[config.mk]
export PLATFORM = sky130hd
export DESIGN_NAME = prog_ram_arbiter_flat
export DESIGN_NICKNAME = d
export VERILOG_FILES = /design/src/rtl/prog_ram_arb_pkg.sv /design/src/rtl/prog_ram_arbiter_if.sv /design/src/rtl/prog_ram_rd_return.sv /design/src/rtl/prog_ram_arbiter.sv /design/src/flat_wrapper.sv
export SDC_FILE = /design/constraint.sdc
export NUM_CORES = 1
export LEC_CHECK = 0
export BUFFER_PORTS_ARGS = -buffer_cell sky130_fd_sc_hd__buf_2
export CAP_MARGIN = 20
export CORE_UTILIZATION = 49
export DETAILED_ROUTE_END_ITERATION = 10
export GPL_ROUTABILITY_DRIVEN = 0
export PLACE_DENSITY = 0.84
export SLEW_MARGIN = 40
export SYNTH_ARGS = -nofsm -noshare
export SYNTH_HDL_FRONTEND = slang
export SYNTH_HIERARCHICAL = 1
export SYNTH_SLANG_ARGS = --single-unit
[constraint.sdc]
create_clock -name clk -period 4.9 [get_ports clk]
set_input_delay 0.98 -clock clk [delete_from_list [all_inputs] [get_ports clk]]
set_output_delay 0.98 -clock clk [all_outputs]
set_load 0.02 [all_outputs]
[src/rtl/prog_ram_arb_pkg.sv]
// rtl/prog_ram_arb_pkg.sv - shared owner encoding and read-return slot type for prog_ram_arbiter
package prog_ram_arb_pkg;

    typedef enum logic {
        OWN_R0 = 1'b0,
        OWN_R1 = 1'b1
    } owner_t;

    localparam int RD_LAT_MAX = 4;

    typedef struct packed {
        logic   valid;
        owner_t owner;
    } rd_slot_t;

endpackage

[src/rtl/prog_ram_arbiter_if.sv]
// rtl/prog_ram_arbiter_if.sv - requester/RAM bundle for prog_ram_arbiter; stats signals under PROG_RAM_ARB_STATS_EN
interface prog_ram_arbiter_if #(
    parameter int ADDR_W = 10,
    parameter int DATA_W = 16
);
    logic              r0_req;
    logic [ADDR_W-1:0] r0_addr;
    logic              r0_gnt;
    logic              r0_rvalid;
    logic [DATA_W-1:0] r0_rdata;

    logic              r1_req;
    logic              r1_we;
    logic [ADDR_W-1:0] r1_addr;
    logic [DATA_W-1:0] r1_wdata;
    logic              r1_gnt;
    logic              r1_rvalid;
    logic [DATA_W-1:0] r1_rdata;

    logic              ram_read_en;
    logic              ram_write_en;
    logic [ADDR_W-1:0] ram_addr;
    logic [DATA_W-1:0] ram_din;
    logic [DATA_W-1:0] ram_dout;

`ifdef PROG_RAM_ARB_STATS_EN
    logic              stats_clr;
    logic [15:0]       r0_gnt_cnt;
    logic [15:0]       r1_gnt_cnt;
    logic [7:0]        r0_wait_max;
`endif

    modport slave (
        input  r0_req, r0_addr, r1_req, r1_we, r1_addr, r1_wdata, ram_dout,
        output r0_gnt, r0_rvalid, r0_rdata, r1_gnt, r1_rvalid, r1_rdata,
        output ram_read_en, ram_write_en, ram_addr, ram_din
`ifdef PROG_RAM_ARB_STATS_EN
        , input stats_clr
        , output r0_gnt_cnt, r1_gnt_cnt, r0_wait_max
`endif
    );

    modport master (
        output r0_req, r0_addr, r1_req, r1_we, r1_addr, r1_wdata, ram_dout,
        input  r0_gnt, r0_rvalid, r0_rdata, r1_gnt, r1_rvalid, r1_rdata,
        input  ram_read_en, ram_write_en, ram_addr, ram_din
`ifdef PROG_RAM_ARB_STATS_EN
        , output stats_clr
        , input r0_gnt_cnt, r1_gnt_cnt, r0_wait_max
`endif
    );

endinterface

[src/rtl/prog_ram_rd_return.sv]
// rtl/prog_ram_rd_return.sv - RD_LAT-deep {valid, owner} pipeline steering RAM dout to the owning requester
module prog_ram_rd_return
    import prog_ram_arb_pkg::*;
#(
    parameter int DATA_W = 16,
    parameter int RD_LAT = 1
) (
    input  logic              clk,
    input  logic              reset,
    input  logic              issue_valid,
    input  owner_t            issue_owner,
    input  logic [DATA_W-1:0] ram_dout,
    output logic              r0_rvalid,
    output logic [DATA_W-1:0] r0_rdata,
    output logic              r1_rvalid,
    output logic [DATA_W-1:0] r1_rdata
);
    localparam int LAT = (RD_LAT < 1) ? 1 : ((RD_LAT > RD_LAT_MAX) ? RD_LAT_MAX : RD_LAT);

    rd_slot_t          pipe [LAT];
    logic [DATA_W-1:0] r0_hold;
    logic [DATA_W-1:0] r1_hold;

    always_ff @(posedge clk or posedge reset) begin
        if (reset) begin
            for (int i = 0; i < LAT; i++) begin
                pipe[i] <= '{valid: 1'b0, owner: OWN_R0};
            end
            r0_hold <= '0;
            r1_hold <= '0;
        end else begin
            pipe[0] <= '{valid: issue_valid, owner: issue_owner};
            for (int i = 1; i < LAT; i++) begin
                pipe[i] <= pipe[i-1];
            end
            if (r0_rvalid) r0_hold <= ram_dout;
            if (r1_rvalid) r1_hold <= ram_dout;
        end
    end

    // dout is only valid in the return cycle, so rdata bypasses the hold register there
    assign r0_rvalid = pipe[LAT-1].valid && (pipe[LAT-1].owner == OWN_R0);
    assign r1_rvalid = pipe[LAT-1].valid && (pipe[LAT-1].owner == OWN_R1);
    assign r0_rdata  = r0_rvalid ? ram_dout : r0_hold;
    assign r1_rdata  = r1_rvalid ? ram_dout : r1_hold;

endmodule

[src/rtl/prog_ram_arbiter.sv]
// rtl/prog_ram_arbiter.sv - round-robin fetch/host arbiter for one single-port RAM; optional stats via PROG_RAM_ARB_STATS_EN
module prog_ram_arbiter
    import prog_ram_arb_pkg::*;
#(
    parameter int ADDR_W = 10,
    parameter int DATA_W = 16,
    parameter int RD_LAT = 1
) (
    input logic               clk,
    input logic               reset,
    prog_ram_arbiter_if.slave bus
);
    owner_t            last_owner;
    logic              gnt0;
    logic              gnt1;
    logic              rd_en;
    logic              wr_en;
    owner_t            issue_owner;
    logic [ADDR_W-1:0] addr_c;
    logic [DATA_W-1:0] din_c;
    logic [ADDR_W-1:0] addr_hold;
    logic [DATA_W-1:0] din_hold;

    // grants are gated by reset so nothing reaches the RAM while reset is asserted
    always_comb begin
        gnt0 = 1'b0;
        gnt1 = 1'b0;
        if (!reset) begin
            if (bus.r0_req && (!bus.r1_req || last_owner == OWN_R1)) begin
                gnt0 = 1'b1;
            end else if (bus.r1_req) begin
                gnt1 = 1'b1;
            end
        end
    end

    assign rd_en       = gnt0 || (gnt1 && !bus.r1_we);
    assign wr_en       = gnt1 && bus.r1_we;
    assign issue_owner = gnt1 ? OWN_R1 : OWN_R0;
    assign addr_c      = gnt0 ? bus.r0_addr : (gnt1 ? bus.r1_addr : addr_hold);
    assign din_c       = gnt1 ? bus.r1_wdata : din_hold;

    always_ff @(posedge clk or posedge reset) begin
        if (reset) begin
            last_owner <= OWN_R1;
            addr_hold  <= '0;
            din_hold   <= '0;
        end else begin
            if (gnt0) begin
                last_owner <= OWN_R0;
            end else if (gnt1) begin
                last_owner <= OWN_R1;
            end
            addr_hold <= addr_c;
            din_hold  <= din_c;
        end
    end

    assign bus.r0_gnt       = gnt0;
    assign bus.r1_gnt       = gnt1;
    assign bus.ram_read_en  = rd_en;
    assign bus.ram_write_en = wr_en;
    assign bus.ram_addr     = addr_c;
    assign bus.ram_din      = din_c;

    prog_ram_rd_return #(
        .DATA_W (DATA_W),
        .RD_LAT (RD_LAT)
    ) u_rd_return (
        .clk         (clk),
        .reset       (reset),
        .issue_valid (rd_en),
        .issue_owner (issue_owner),
        .ram_dout    (bus.ram_dout),
        .r0_rvalid   (bus.r0_rvalid),
        .r0_rdata    (bus.r0_rdata),
        .r1_rvalid   (bus.r1_rvalid),
        .r1_rdata    (bus.r1_rdata)
    );

`ifdef PROG_RAM_ARB_STATS_EN
    logic [15:0] r0_cnt;
    logic [15:0] r1_cnt;
    logic [7:0]  wait_cur;
    logic [7:0]  wait_max;
    logic [7:0]  wait_next;

    assign wait_next = (bus.r0_req && !gnt0)
                     ? ((wait_cur == 8'hFF) ? 8'hFF : wait_cur + 8'd1)
                     : 8'd0;

    always_ff @(posedge clk or posedge reset) begin
        if (reset) begin
            r0_cnt   <= '0;
            r1_cnt   <= '0;
            wait_cur <= '0;
            wait_max <= '0;
        end else if (bus.stats_clr) begin
            r0_cnt   <= '0;
            r1_cnt   <= '0;
            wait_cur <= '0;
            wait_max <= '0;
        end else begin
            if (gnt0 && r0_cnt != 16'hFFFF) r0_cnt <= r0_cnt + 16'd1;
            if (gnt1 && r1_cnt != 16'hFFFF) r1_cnt <= r1_cnt + 16'd1;
            wait_cur <= wait_next;
            if (wait_next > wait_max) wait_max <= wait_next;
        end
    end

    assign bus.r0_gnt_cnt  = r0_cnt;
    assign bus.r1_gnt_cnt  = r1_cnt;
    assign bus.r0_wait_max = wait_max;
`endif

endmodule
[src/flat_wrapper.sv]
// flat-port wrapper written by rule: the top's interface ports become plain ports
module prog_ram_arbiter_flat import prog_ram_arb_pkg::*;
#(
    parameter int ADDR_W = 10,
    parameter int DATA_W = 16,
    parameter int RD_LAT = 1
)
  (clk, reset, bus_r0_req, bus_r0_addr, bus_r1_req, bus_r1_we, bus_r1_addr, bus_r1_wdata, bus_ram_dout, bus_r0_gnt, bus_r0_rvalid, bus_r0_rdata, bus_r1_gnt, bus_r1_rvalid, bus_r1_rdata, bus_ram_read_en, bus_ram_write_en, bus_ram_addr, bus_ram_din);
  prog_ram_arbiter_if #(.ADDR_W(ADDR_W), .DATA_W(DATA_W)) bus_i ();
  input logic clk;
  input logic reset;
  input wire logic [$bits(bus_i.r0_req)-1:0] bus_r0_req;
  input wire logic [$bits(bus_i.r0_addr)-1:0] bus_r0_addr;
  input wire logic [$bits(bus_i.r1_req)-1:0] bus_r1_req;
  input wire logic [$bits(bus_i.r1_we)-1:0] bus_r1_we;
  input wire logic [$bits(bus_i.r1_addr)-1:0] bus_r1_addr;
  input wire logic [$bits(bus_i.r1_wdata)-1:0] bus_r1_wdata;
  input wire logic [$bits(bus_i.ram_dout)-1:0] bus_ram_dout;
  output wire logic [$bits(bus_i.r0_gnt)-1:0] bus_r0_gnt;
  output wire logic [$bits(bus_i.r0_rvalid)-1:0] bus_r0_rvalid;
  output wire logic [$bits(bus_i.r0_rdata)-1:0] bus_r0_rdata;
  output wire logic [$bits(bus_i.r1_gnt)-1:0] bus_r1_gnt;
  output wire logic [$bits(bus_i.r1_rvalid)-1:0] bus_r1_rvalid;
  output wire logic [$bits(bus_i.r1_rdata)-1:0] bus_r1_rdata;
  output wire logic [$bits(bus_i.ram_read_en)-1:0] bus_ram_read_en;
  output wire logic [$bits(bus_i.ram_write_en)-1:0] bus_ram_write_en;
  output wire logic [$bits(bus_i.ram_addr)-1:0] bus_ram_addr;
  output wire logic [$bits(bus_i.ram_din)-1:0] bus_ram_din;
  assign bus_i.r0_req = bus_r0_req;
  assign bus_i.r0_addr = bus_r0_addr;
  assign bus_i.r1_req = bus_r1_req;
  assign bus_i.r1_we = bus_r1_we;
  assign bus_i.r1_addr = bus_r1_addr;
  assign bus_i.r1_wdata = bus_r1_wdata;
  assign bus_i.ram_dout = bus_ram_dout;
  assign bus_r0_gnt = bus_i.r0_gnt;
  assign bus_r0_rvalid = bus_i.r0_rvalid;
  assign bus_r0_rdata = bus_i.r0_rdata;
  assign bus_r1_gnt = bus_i.r1_gnt;
  assign bus_r1_rvalid = bus_i.r1_rvalid;
  assign bus_r1_rdata = bus_i.r1_rdata;
  assign bus_ram_read_en = bus_i.ram_read_en;
  assign bus_ram_write_en = bus_i.ram_write_en;
  assign bus_ram_addr = bus_i.ram_addr;
  assign bus_ram_din = bus_i.ram_din;
  prog_ram_arbiter #(.ADDR_W(ADDR_W), .DATA_W(DATA_W), .RD_LAT(RD_LAT)) u_core (.clk(clk), .reset(reset), .bus(bus_i));
endmodule
# Word level (Yosys, flattened, before mapping)
# Cells that the tools add are included.
[op_classes]
n_bitwise = 1
n_addsub = 0
muxes = 13
order_cmp = 0
n_shift = 0
n_reduce_logical = 10
n_mul = 0
div_mod_pow = 0
eq_ne = 0
[op_table]
columns = ["cell", "n"]
rows = [
  ["$mux 16", 3],
  ["$mux 10", 2],
  ["$mux 1", 8],
  ["$logic_and 1x1->1", 5],
  ["$logic_not 1->1", 2],
  ["$logic_or 1x1->1", 2],
  ["$reduce_bool 2->1", 1],
  ["$not 1->1", 1],
]
[totals]
word_cells = 31
latch_bits = 0
reg_bits = 61
ram_bits = 0
mem_count = 0
input_bits = 57
mem_bits_ro = 0

# Longest topological paths before layout
[logic_depth]
ltp_word = 7
ltp_mapped = 6
depth_no_buf = 4

# Hierarchy
# Netlist, hierarchy kept.
[modules_own_cells]
columns = ["mod", "area_each_um2", "seq_area_each_um2", "instances", "cells_each"]
rows = [
  ["prog_ram_rd_return", 1305.0, 850.8, 1, 74],
  ["prog_ram_arbiter", 1229.9, 676.9, 1, 94],
]

# Least setup slack after synthesis
# No wires, ideal clock.
[synth_timing]
path_type = "input to output"
start = "input port bus_r0_req"
end = "output port bus_ram_write_en"
cell_stages = 6
setup_slack_ps = 1993
arrival_time_ps = 1927
required_time_ps = 3920
path_cell_list = "and2_4 -> nand2b_4 -> buf_6 -> buf_8 -> inv_1 -> and2_1"
[synth_between]
elab_chain_cells = 4
[synth_lines]
columns = ["element", "line_no", "rtl"]
rows = [
  ["start, declared", "flat_wrapper.sv:12", "input wire logic [$bits(bus_i.r0_req)-1:0] bus_r0_req;"],
  ["$logic_and 1x1->1", "prog_ram_arbiter.sv:29", "if (bus.r0_req && (!bus.r1_req || last_owner == OWN_R1)) begin"],
  ["$mux 1", "prog_ram_arbiter.sv:29", ""],
  ["$mux 1", "prog_ram_arbiter.sv:28", "if (!reset) begin"],
  ["via bus_r1_gnt", "flat_wrapper.sv:22", "output wire logic [$bits(bus_i.r1_gnt)-1:0] bus_r1_gnt;"],
  ["$logic_and 1x1->1", "prog_ram_arbiter.sv:38", "assign wr_en = gnt1 && bus.r1_we;"],
  ["end, declared", "flat_wrapper.sv:26", "output wire logic [$bits(bus_i.ram_write_en)-1:0] bus_ram_write_en;"],
]
# The timed path passes the listed nets, and every way through them passes these cells.

# Worst setup path in the final report
[layout_timing]
start = "input port reset"
end = "output port bus_ram_addr[5]"
[layout_between]
elab_chain_cells = 3
word_cells_on_any_way = 4
cone_classes = "mux: 4"
[layout_lines]
columns = ["element", "line_no", "rtl"]
rows = [
  ["start, declared", "flat_wrapper.sv:11", "input logic reset;"],
  ["$mux 1", "prog_ram_arbiter.sv:28", ""],
  ["$mux 10", "prog_ram_arbiter.sv:40", "assign addr_c = gnt0 ? bus.r0_addr : (gnt1 ? bus.r1_addr : addr_hold);"],
  ["$mux 10 (*)", "prog_ram_arbiter.sv:40", ""],
  ["end, declared", "flat_wrapper.sv:27", "output wire logic [$bits(bus_i.ram_addr)-1:0] bus_ram_addr;"],
]
# Every way passes the cells marked *; elsewhere a longest branch is shown, timed or not.

==> flow_metrics.env <==
export IMPL_final_setup_tns_ns=0
export IMPL_wire_per_inst_um=14.6
export IMPL_core_area_um2=4850
export IMPL_cp_start_kind="input pin"
export IMPL_area_growth_pct=30.9
export IMPL_rsz0062_at_grt="false"
export IMPL_whs_path_depth=1
export IMPL_dr_total_vias=1785
export IMPL_critPathMaxStageDelay_ns=0.68
export IMPL_critical_path_class="in2out"
export IMPL_cts_resized=0
export IMPL_antenna_found_initial=0
export IMPL_drc=0
export IMPL_required_ns=3.92
export IMPL_cts_root_buf="clkbuf_8"
export IMPL_synth_area_leaders="dfrtp_1 59%, mux2_2 13%, mux2_4 11%"
export IMPL_crit_top_cell="buf_2"
export IMPL_drt_initial_drc_count=102
export IMPL_crit_slowest_cell="nor2_1"
export IMPL_cts_hold_buffers=0
export IMPL_design_area_um2=3320
export IMPL_dp_hpwl_um=3880
export IMPL_rows=25
export IMPL_postCtsSetupBuffers=0
export IMPL_htreeDepth=3
export IMPL_via_per_inst=4.96
export IMPL_synth_seq_area_share=0.603
export IMPL_relSlewSlack=0.486
export IMPL_finalCriticalPeriod_ns=3.52
export IMPL_drtPass1Iterations=4
export IMPL_cts_tree="built"
export IMPL_cts_sinks=61
export IMPL_cts_buffer_depth=2
export IMPL_gr_total_overflow=0
export IMPL_crit_arrival_ns=2.54
export IMPL_hold_ws_ns=0.487
export IMPL_ys_ff_latch=61
export IMPL_skew_ns=0.00475
export IMPL_drv_slew=0
export IMPL_postRouteAntennaNets=0
export IMPL_finalCritPeriodShare=0.718
export IMPL_crit_path_end_kind="output pin"
export IMPL_cts_buffers=9
export IMPL_first_global_vias=1798
export IMPL_grt_use_total=0.208
export IMPL_netlist_area_um2=2530
export IMPL_ys_warn_count=6
export IMPL_drive_gt1_frac=0.645
export IMPL_power_density_nw_per_um2=466
export IMPL_wl_um=5250
export IMPL_fin_nets=346
export IMPL_vdd_ir_drop_max_mv=0.250
export IMPL_r2r_cells=3
export IMPL_tightest_slew_ns=0.768
export IMPL_ios=121
export IMPL_io_buffers=120
export IMPL_ys_types=22
export IMPL_status="finished, final reports clean"
export IMPL_hold_class="reg2reg"
export IMPL_die_w_um=73.9
export IMPL_setup_viol=0
export IMPL_avgSynthCellArea_um2=15.1
export IMPL_cts_clk_slew_worst_paths_ns=0.06
export IMPL_clock_latency_ns=0.33
export IMPL_cp_cell_sequence="buf_2 -> nand2b_1 -> nor2_1 -> o2bb2ai_1 -> buf_2"
export IMPL_die_area_um2=5460
export IMPL_start_util=0.523
export IMPL_synth_largest_area_cell="dfrtp_1"
export IMPL_grt_pass1_wl_um=8220
export IMPL_grt_max_degree=35
export IMPL_placed_cell_area_um2=3140
export IMPL_finalHoldViolations=0
export IMPL_synth_cells=168
export IMPL_path_max_fanout=12
export IMPL_fmax_mhz=284
export IMPL_die_height_um=73.9
export IMPL_drv_cap=0
export IMPL_n_fill_cell=350
export IMPL_synth_top_area_frac=0.592
export IMPL_synth_net_count=225
export IMPL_power_leakage_uw=0.00169
export IMPL_antenna_cells=0
## flip-flops by register name, summed over array words and instances (netlist names)
register	cells
u_core/u_rd_return/pipe	2
u_core/addr_hold	10
u_core/din_hold	16
u_core/last_owner	1
u_core/u_rd_return/r1_hold	16
u_core/u_rd_return/r0_hold	16
## path summary, 6_finish.rpt
check | from | endpoint | slack, ns
min in group asynchronous | reset | u_core/din_hold[4] | 0.75
worst max-delay path | reset | bus_ram_addr[5] | 1.38
worst min-delay path | u_core/u_rd_return/r0_hold[13] | u_core/u_rd_return/r0_hold[13] | 0.49
worst max register to register | u_core/last_owner | u_core/addr_hold[5] | 3.12
max in group asynchronous | reset | u_core/last_owner | 3.78
worst min register to register | u_core/u_rd_return/r0_hold[13] | u_core/u_rd_return/r0_hold[13] | 0.49
## routing by layer
layer  track usage  share of wire  vias to the layer above
met5             0              0                        -
met1         0.233           0.40                      836
li1              -              -                      838
met3        0.0741          0.093                       10
met2         0.346           0.49                      101
met4         0.115          0.021                        0
## power breakdown
| part | leakage (uW) | switching, uW | internal (uW) |
|---|---|---|---|
| clock | 0.0000926 | 173 | 222 |
| combinational | 0.000886 | 295 | 210 |
| sequential | 0.000713 | 31.6 | 618 |
| total | 0.00169 | 499 | 1050 |
## cell families after synthesis
logic type,count (synthesis),synth area share
AOI/OAI and AO/OA,21,0.0617
DFF,61,0.603
and+or+nand+nor,22,0.0538
buffers and inverters,16,0.0419
muxes,48,0.240
## critical path, delay by kind of cell
kind                   cells  cell delay, ns
AND/OR/NAND/NOR            2            1.00
buffers and inverters      2            0.34
AO/OA/AOI/OAI              1            0.21
## through the flow
step                 util  total power (uW)  instances  worst slack, ns
floorplan               -              1010        168             1.99
global placement    0.647              1150        345             1.43
detailed placement  0.648              1170        345             1.40
CTS                 0.685              1570        360             1.41
global route        0.685              1630        360             1.25
finish              0.685              1550        360             1.38
## Yosys cell counts
cell type and n:
dfrtp_1 60, mux2_2 30, mux2_4 18, o22ai_1 11, nor3_1 10, o2bb2ai_1 10
inv_1 5, buf_2 3, clkbuf_1 3, nand2b_1 3, nor2_1 3, buf_6 2
and2_1 1, and2_4 1, and2b_1 1, buf_1 1, buf_12 1, buf_8 1
dfstp_2 1, nand2_2 1, nand2b_4 1, nor2b_4 1
## cell type report
cell class | instances | area [um2] | area share
flip-flops and latches | 61 | 1530 | 0.460
clock inverters | 1 | 5.00 | 0.00151
well taps | 67 | 83.8 | 0.0253
inverters | 5 | 18.8 | 0.00565
multi-input cells | 91 | 903 | 0.272
clock buffers | 14 | 173 | 0.0520
repair buffers | 121 | 608 | 0.183
## placed cells by master (no fill, tap or decap), types with 2 or more instances in the layout
cell type / instances
nor3_1: 10
mux2_2: 30
buf_2: 120
o2bb2ai_1: 10
inv_1: 4
clkbuf_1: 2
mux2_4: 18
clkbuf_8: 12
dfrtp_1: 60
nor2_1: 3
nand2b_1: 2
o22ai_1: 11
No activity file was read; power rests on OpenSTA's default activity.
